--- config.mk ---
export PLATFORM = sky130hd
export DESIGN_NAME = nested_fsm_sched_flat
export DESIGN_NICKNAME = d
export VERILOG_FILES = /design/src/rtl/nested_fsm_sched_pkg.sv /design/src/rtl/nested_fsm_sched_if.sv /design/src/rtl/nested_fsm_sched_wdt.sv /design/src/rtl/nested_fsm_sched.sv /design/src/flat_wrapper.sv
export SDC_FILE = /design/constraint.sdc
export NUM_CORES = 1
export LEC_CHECK = 0
export ABC_AREA = 1
export CORE_AREA = 2 2 39 41
export CTS_BUF_LIST = sky130_fd_sc_hd__clkbuf_4
export DETAILED_ROUTE_END_ITERATION = 16
export DIE_AREA = 0 0 41 43
export DONT_BUFFER_PORTS = 1
export PLACE_DENSITY = 0.42
export REMOVE_ABC_BUFFERS = 1
export SLEW_MARGIN = 10
export SYNTH_ARGS = -nofsm -noshare
export SYNTH_HDL_FRONTEND = slang
export SYNTH_SLANG_ARGS = --single-unit
export TNS_END_PERCENT = 5
--- constraint.sdc ---
create_clock -name clk -period 1.3 [get_ports clk]
set_input_delay 0.065 -clock clk [delete_from_list [all_inputs] [get_ports clk]]
set_output_delay 0.065 -clock clk [all_outputs]
set_load 0.05 [all_outputs]
--- src/rtl/nested_fsm_sched_pkg.sv ---
// nested_fsm_sched_pkg: state encoding and default sizing shared by the nested scheduler files.
// Package nested_sched_pkg, no ports.
package nested_sched_pkg;
  localparam logic [1:0] S_IDLE  = 2'b00;
  localparam logic [1:0] S_RUN_A = 2'b01;
  localparam logic [1:0] S_RUN_B = 2'b10;
  localparam int PASSES_DEF  = 2;
  localparam int TIMEOUT_DEF = 16;
endpackage

--- src/rtl/nested_fsm_sched_if.sv ---
// nested_fsm_sched_if: control/status bundle between the parent scheduler and its driver.
// Ports: none. Signals: start, abort, done_a, done_b (to scheduler); hold_a, hold_b, busy,
// match, timeout_err, pass_cnt[CNT_W] (from scheduler). master = driver side, slave = scheduler.
interface nested_fsm_sched_if #(
  parameter int CNT_W = 2
);
  logic start;
  logic abort;
  logic done_a;
  logic done_b;
  logic hold_a;
  logic hold_b;
  logic busy;
  logic match;
  logic timeout_err;
  logic [CNT_W-1:0] pass_cnt;
  modport master (
    output start, abort, done_a, done_b,
    input  hold_a, hold_b, busy, match, timeout_err, pass_cnt
  );
  modport slave (
    input  start, abort, done_a, done_b,
    output hold_a, hold_b, busy, match, timeout_err, pass_cnt
  );
endinterface

--- src/rtl/nested_fsm_sched_wdt.sv ---
// sched_wdt: cycle counter for the active child state; expires at TIMEOUT-1.
// Ports: clk, rst (sync, active-high), i_clr (state change), i_run (a child is active),
// o_expire (timer has reached TIMEOUT-1). Built only with NESTED_FSM_SCHED_WDT_EN.
module sched_wdt
  import nested_sched_pkg::*;
#(
  parameter int TIMEOUT = TIMEOUT_DEF
) (
  input  logic clk,
  input  logic rst,
  input  logic i_clr,
  input  logic i_run,
  output logic o_expire
);
  localparam int TW = $clog2(TIMEOUT);
  logic [TW-1:0] r_timer;
  assign o_expire = r_timer == TW'(TIMEOUT - 1);
  always_ff @(posedge clk) begin
    if (rst || i_clr || !i_run) r_timer <= '0;
    else r_timer <= r_timer + 1'b1;
  end
endmodule

--- src/rtl/nested_fsm_sched.sv ---
// nested_fsm_sched: parent FSM that releases child detector A then B and counts A->B passes.
// Ports: clk, rst (sync, active-high), bus (nested_fsm_sched_if.slave): start, abort, done_a,
// done_b in; hold_a, hold_b, busy, match, timeout_err, pass_cnt out (all registered).
// Macro NESTED_FSM_SCHED_WDT_EN adds the per-state watchdog; otherwise timeout_err stays 0.
module nested_fsm_sched
  import nested_sched_pkg::*;
#(
  parameter int PASSES  = PASSES_DEF,
  parameter int TIMEOUT = TIMEOUT_DEF
) (
  input logic clk,
  input logic rst,
  nested_fsm_sched_if.slave bus
);
  localparam int CNT_W = $clog2(PASSES + 1);
  if (PASSES < 1 || TIMEOUT < 2) begin : g_bad_cfg
    $error("nested_fsm_sched: needs PASSES >= 1 and TIMEOUT >= 2");
  end
  logic [1:0] r_state, w_next;
  logic r_hold_a, r_hold_b, r_busy, r_match, r_terr;
  logic [CNT_W-1:0] r_pass_cnt;
  logic w_run, w_done, w_last, w_expire, w_bump;
  assign w_run  = r_state == S_RUN_A || r_state == S_RUN_B;
  assign w_done = (r_state == S_RUN_A && bus.done_a) || (r_state == S_RUN_B && bus.done_b);
  assign w_last = r_state == S_RUN_B && r_pass_cnt + 1'b1 == CNT_W'(PASSES);
  assign w_bump = w_run && !bus.abort && w_done && r_state == S_RUN_B && r_pass_cnt != CNT_W'(PASSES);
`ifdef NESTED_FSM_SCHED_WDT_EN
  sched_wdt #(.TIMEOUT(TIMEOUT)) u_wdt (
    .clk      (clk),
    .rst      (rst),
    .i_clr    (w_next != r_state),
    .i_run    (w_run),
    .o_expire (w_expire)
  );
`else
  assign w_expire = 1'b0;
`endif
  // abort outranks the active done, which outranks watchdog expiry
  always_comb begin
    w_next = !w_run ? (bus.start ? S_RUN_A : S_IDLE)
           : bus.abort ? S_IDLE
           : w_done ? (r_state == S_RUN_A ? S_RUN_B : (w_last ? S_IDLE : S_RUN_A))
           : w_expire ? S_IDLE : r_state;
  end
  always_ff @(posedge clk) begin
    if (rst) begin
      r_state    <= S_IDLE;
      r_hold_a   <= 1'b1;
      r_hold_b   <= 1'b1;
      r_busy     <= 1'b0;
      r_match    <= 1'b0;
      r_terr     <= 1'b0;
      r_pass_cnt <= '0;
    end else begin
      r_state    <= w_next;
      r_hold_a   <= w_next != S_RUN_A;
      r_hold_b   <= w_next != S_RUN_B;
      r_busy     <= w_next != S_IDLE;
      r_match    <= w_run && !bus.abort && w_done && w_last;
      r_terr     <= w_run && !bus.abort && !w_done && w_expire;
      r_pass_cnt <= (!w_run && bus.start) ? '0 : w_bump ? r_pass_cnt + 1'b1 : r_pass_cnt;
    end
  end
  assign bus.hold_a      = r_hold_a;
  assign bus.hold_b      = r_hold_b;
  assign bus.busy        = r_busy;
  assign bus.match       = r_match;
  assign bus.timeout_err = r_terr;
  assign bus.pass_cnt    = r_pass_cnt;
endmodule
--- src/flat_wrapper.sv ---
// flat-port wrapper written by rule: the top's interface ports become plain ports
module nested_fsm_sched_flat import nested_sched_pkg::*;
#(
  parameter int PASSES  = PASSES_DEF,
  parameter int TIMEOUT = TIMEOUT_DEF
)
  (clk, rst, bus_start, bus_abort, bus_done_a, bus_done_b, bus_hold_a, bus_hold_b, bus_busy, bus_match, bus_timeout_err, bus_pass_cnt);
  nested_fsm_sched_if bus_i ();
  input logic clk;
  input logic rst;
  input wire logic [$bits(bus_i.start)-1:0] bus_start;
  input wire logic [$bits(bus_i.abort)-1:0] bus_abort;
  input wire logic [$bits(bus_i.done_a)-1:0] bus_done_a;
  input wire logic [$bits(bus_i.done_b)-1:0] bus_done_b;
  output wire logic [$bits(bus_i.hold_a)-1:0] bus_hold_a;
  output wire logic [$bits(bus_i.hold_b)-1:0] bus_hold_b;
  output wire logic [$bits(bus_i.busy)-1:0] bus_busy;
  output wire logic [$bits(bus_i.match)-1:0] bus_match;
  output wire logic [$bits(bus_i.timeout_err)-1:0] bus_timeout_err;
  output wire logic [$bits(bus_i.pass_cnt)-1:0] bus_pass_cnt;
  assign bus_i.start = bus_start;
  assign bus_i.abort = bus_abort;
  assign bus_i.done_a = bus_done_a;
  assign bus_i.done_b = bus_done_b;
  assign bus_hold_a = bus_i.hold_a;
  assign bus_hold_b = bus_i.hold_b;
  assign bus_busy = bus_i.busy;
  assign bus_match = bus_i.match;
  assign bus_timeout_err = bus_i.timeout_err;
  assign bus_pass_cnt = bus_i.pass_cnt;
  nested_fsm_sched #(.PASSES(PASSES), .TIMEOUT(TIMEOUT)) u_core (.clk(clk), .rst(rst), .bus(bus_i));
endmodule
### Word-level counts from Yosys, hierarchy flattened

Cells that the tools add are included.

| storage, ports and cells | value |
|---|---|
| register bits after elaboration | 8 |
| input port bits | 6 |
| output and inout port bits | 7 |
| word-level logic and storage cells | 34 |

| operators by class | value |
|---|---|
| $add $sub $neg | 1 |
| equal/unequal tests | 6 |
| multiplexer cells | 6 |
| reduce and logical (&&, ||, !) cells | 15 |

Operators by type and width:

| kind | number |
|---|---|
| $logic_and A1 B1 Y1 | 9 |
| $mux W2 | 4 |
| $eq A2 B2 Y1 const B | 2 |
| $ne A2 B2 Y1 const B | 2 |
| $add A2 B1 Y2 const B | 1 |
| $eq A2 B1 Y1 const B | 1 |
| $logic_not A1 Y1 | 2 |
| $logic_or A1 B1 Y1 | 2 |
| $mux W1 | 2 |
| $ne A2 B1 Y1 const B | 1 |
| $reduce_bool A2 Y1 | 1 |
| $reduce_or A2 Y1 | 1 |

### Longest topological paths before layout

| depth | value |
|---|---|
| word-level depth | 9 |
| gate-level depth with buffers | 10 |
| depth with buffers taken out | 10 |

### Least setup slack after synthesis

Ideal clock, no wire load.

| timing | value |
|---|---|
| kind | flip-flop to flip-flop |
| start point | reg u_core.r_pass_cnt[0] (netlist: u_core.bus.pass_cnt[0]) |
| end point | reg u_core.r_pass_cnt[0] (netlist: u_core.bus.pass_cnt[0]) |
| setup time | 116 ps |
| arrival time | 1353 ps |
| required time | 1184 ps |
| path slack | -169 ps |
| cell stages (with the launch flop) | 7 |
| path buffers | 0 |
| period minus slack after synthesis | 1469 ps |
| cells stage by stage | dfxtp_1 > inv_1 > ha_1 > inv_1 > nand4_1 > o21ai_0 > nor2_1 |

| between the ends | value |
|---|---|
| word-level cells in the longest chain between the ends | 2 |
| elaborated cells between the ends (all ways) | 3 |
| those cells by class | add/sub (1); eq/ne (1); reduce/logical (1) |

Ends and longest elaborated chain:

| what | line | text |
|---|---|---|
| from (decl) | nested_fsm_sched.sv:21 | `logic [CNT_W-1:0] r_pass_cnt;` |
| from (signal assigned) | nested_fsm_sched.sv:61 | `r_pass_cnt <= (!w_run && bus.start) ? '0 : w_bump ? r_pass_cnt + 1'b1 : r_pass_cnt;` |
| branches (longest 2 deep; another with $add A2 B1 Y2) | -- |  |

Several ways; the timed one is not identified.
A chain may end at the register's enable or synchronous reset.

### Final worst setup path

| timing | value |
|---|---|
| start point | reg u_core.r_state[1] |
| end point | reg u_core.r_hold_b (netlist: u_core.bus.hold_b) |

| between the ends | value |
|---|---|
| word-level cells in the longest chain between the ends | 8 |
| elaborated cells between the ends (all ways) | 13 |
| those cells by class | eq/ne (3); mux (5); reduce/logical (5) |

Ends and longest elaborated chain:

| what | line | text |
|---|---|---|
| from (decl) | nested_fsm_sched.sv:19 | `logic [1:0] r_state, w_next;` |
| from (signal assigned) | nested_fsm_sched.sv:55 | `r_state <= w_next;` |
| $eq A2 B2 Y1 | nested_fsm_sched.sv:23, nested_fsm_sched.sv:24, nested_fsm_sched.sv:25 |  |
| $logic_and A1 B1 Y1 | nested_fsm_sched.sv:25 | `assign w_last = r_state == S_RUN_B && r_pass_cnt + 1'b1 == CNT_W'(PASSES);` |
| $mux W1 | nested_fsm_sched.sv:42 | `: w_done ? (r_state == S_RUN_A ? S_RUN_B : (w_last ? S_IDLE : S_RUN_A))` |
| $mux W2 (2 in a row) | nested_fsm_sched.sv:42 |  |
| $mux W2 | nested_fsm_sched.sv:41 | `: bus.abort ? S_IDLE` |
| $mux W2 * | nested_fsm_sched.sv:40 | `w_next = !w_run ? (bus.start ? S_RUN_A : S_IDLE)` |
| $ne A2 B2 Y1 * | nested_fsm_sched.sv:57 | `r_hold_b <= w_next != S_RUN_B;` |
| to (signal assigned) | nested_fsm_sched.sv:49 | `r_hold_b <= 1'b1;` |
| to (signal assigned) | nested_fsm_sched.sv:57 |  |
| to (decl) | nested_fsm_sched.sv:20 | `logic r_hold_a, r_hold_b, r_busy, r_match, r_terr;` |

Every way passes the cells marked *; elsewhere a longest branch is shown, timed or not.

==> results.txt <==
drt first-iter violations: 4
vias in the first global route: 309
Worst Hold Path Cells: 3
die height: 43 microns
Worst Setup SP: u_core.r_state[1]$_SDFF_PP0_
WS Path Type: reg2reg
drt pass-1 iters: 2
Max IR drop VDD: 0.515 mV
crit-path most repeated cell: nor2_4
CP Cell Sequence: ha_4, nor2_4, inv_1, nor2_1, o21ai_2, nor2_4, nand3_2
Layout area overhead: 36.9%
HP Class: in2reg
Reg2Reg Depth: 7
pin count of the biggest net entering global routing: 5
critical path's largest stage delay: 340 ps
DR vias: 351
Syn Area/Cell: 7.53 sq um
Setup-failing EPs final: 0
status: finished, final reports clean
Final Cycle Share: 99.5%
Max FO, Critical Path: 4
Worst Hold Launch: bus_start
Crit path required time: 1440 ps
Worst R2R Start: u_core.r_state[1]$_SDFF_PP0_
DR vias/cell: 4.18
reg2reg setup slack: 7 ps
Max Transition Viols Final: 0
skew final: 1.03 ps
Power per Cell Area: 927 nW/um^2
CTS tree: yes
Die W: 41 microns
Critical Path AT: 1430 ps
initial antenna violation count: 0
CTS Root Cell: clkbuf_4
Seq cells post-synth: 8
critical path's slowest cell: dfxtp_2
Clk pin slew, worst setup/hold paths: 60 ps
max-cap viol count: 0
Rows: 14
Final Critical Period: 1290 ps
antenna-violating nets left: 0
post-synthesis sequential area ratio: 38.7%
RSZ-0062 raised after global routing: yes
WL final: 828 microns
FMAX: 0.773 GHz
gpl congestion: 0.668
CP startpoint kind: flip-flop
post-synth cell types: 17
Ys Warns: 0
Clock Latency Late Sink: 250 ps
area post-placement: 472 sq um
commonest non-fill, non-tap cell in the layout: inv_1
Fill cells: 144
Pleak: 0.000269 uW
layout cells sized above 1: 38.2%
dpl hpwl: 575 microns
grt ovf: 0
Remaining DRCs: 0
Top Ports: 13
number of diodes: 0
CTS buffer count: 3
most frequent cells in the layout: inv_1, nand2_1, buf_4
Port Buffers: 0
H-tree depth: 1
final hold viol count: 0
Tot GR Track Use: 10.9%
Mapped Cells: 55
Cell Area, Synth: 414 sq um
CTS sink cnt: 8
Final Non-Filler Cells: 84
total core area: 1380 sq um
design area: 567 sq um
average wire per standard cell: 9.86 microns
Final Net Count: 80
first-pass GRT wire length: 1200 microns
initial core utilization: 29.9%
Die ar.: 1760 sq um
Cells after DPL: 76
Clock Path Buffers: 2
Crit. End Element: flip-flop
-- power by group --
part           switching [uW]  leakage, uW  total (uW)  internal [uW]
clock network            87.5    0.0000138         193            106
logic                    34.5     0.000189        62.5           27.9
registers                17.5    0.0000660         270            252
-- cell type report --
type	count	area, sq um	area share, %
inverter	12	45.0	7.95
clock buffer	3	22.5	3.97
timing repair buffer	11	90.1	15.9
tap	16	20.0	3.53
multi-input combinational	34	226	40.0
sequential	8	163	28.7
-- sequential cells by signal, indices dropped and copies added (netlist names) --
register,flops
u_core.r_state,2
u_core.bus.busy,1
u_core.bus.hold_a,1
u_core.bus.pass_cnt,2
u_core.bus.hold_b,1
u_core.bus.match,1
-- synth_stat cells --
cell type | number | area share [%]
a21oi_1 | 1 | 1.2
buf_4 | 1 | 1.8
conb_1 | 1 | 0.91
dfxtp_1 | 8 | 39
ha_1 | 4 | 12
inv_1 | 11 | 10
inv_2 | 1 | 0.91
nand2_1 | 11 | 10
nand2_2 | 2 | 3.0
nand3_1 | 4 | 4.8
nand4_1 | 1 | 1.5
nor2_1 | 4 | 3.6
nor2_2 | 1 | 1.5
nor2_4 | 2 | 5.4
nor3_1 | 1 | 1.2
o21ai_0 | 1 | 1.2
o21ai_2 | 1 | 2.1
-- stage by stage --
stage / util, % / setup slack, ps / setup TNS, ps / hold slack [ps] / total power (uW)
floorplan: - / -169 / -500 / 140 / 305
global placement: 34.1 / -51.4 / -103 / 143 / 317
detailed placement: 34.1 / -60.9 / -123 / 144 / 316
CTS: 38.8 / 5.84 / 0 / 6.64 / 522
global route: 41.0 / -66.8 / -142 / 8.20 / 554
finish: 41.0 / 6.79 / 0 / 9.73 / 526
-- what timing repair did --
item | 4_1_cts | 5_1_grt
hold buffers | 3 | 0
buffers inserted | 0 | 2
pin swaps | 0 | 7
gates resized for setup | 1 | 8
setup endpoints to repair | 3 | 6
hold endpoints to repair | 7 | 0
gates cloned | 0 | 0
-- worst max-delay path: cells and delay by family, from the launching register on --
family                     cells  cell delay (ps)
buffers and inverters          1               50
adders and majority gates      1              250
DFF                            1              340
and+or+nand+nor                4              440
AOI/OAI and AO/OA              1               90
-- cell families (layout without fill, tap and decap cells) --
| group | after synthesis | in the layout | synth area share, % |
|---|---|---|---|
| other | 1 | 1 | 0.905 |
| AOI/OAI and AO/OA | 3 | 3 | 4.53 |
| adders and majority gates | 4 | 4 | 12.1 |
| DFF | 8 | 8 | 38.7 |
| and+or+nand+nor | 26 | 26 | 31.1 |
| buffers and inverters | 13 | 26 | 12.7 |
-- worst paths after layout --
check                                         to
max                 u_core.bus.hold_b$_SDFF_PP1_
min          u_core.bus.pass_cnt[1]$_SDFFE_PP0P_
max reg2reg         u_core.bus.hold_b$_SDFF_PP1_
min reg2reg  u_core.bus.pass_cnt[1]$_SDFFE_PP0P_
-- metal layers --
metal | track usage (%) | vias to the layer above | part of all wire (%)
met3 | 4.71 | 2 | 4.7
met5 | 0 | - | 0
met1 | 12.4 | 154 | 44
met4 | 10.0 | 0 | 1.2
met2 | 14.4 | 6 | 50
li1 | - | 189 | -
Note: power is estimated with default switching activity, not from simulation.
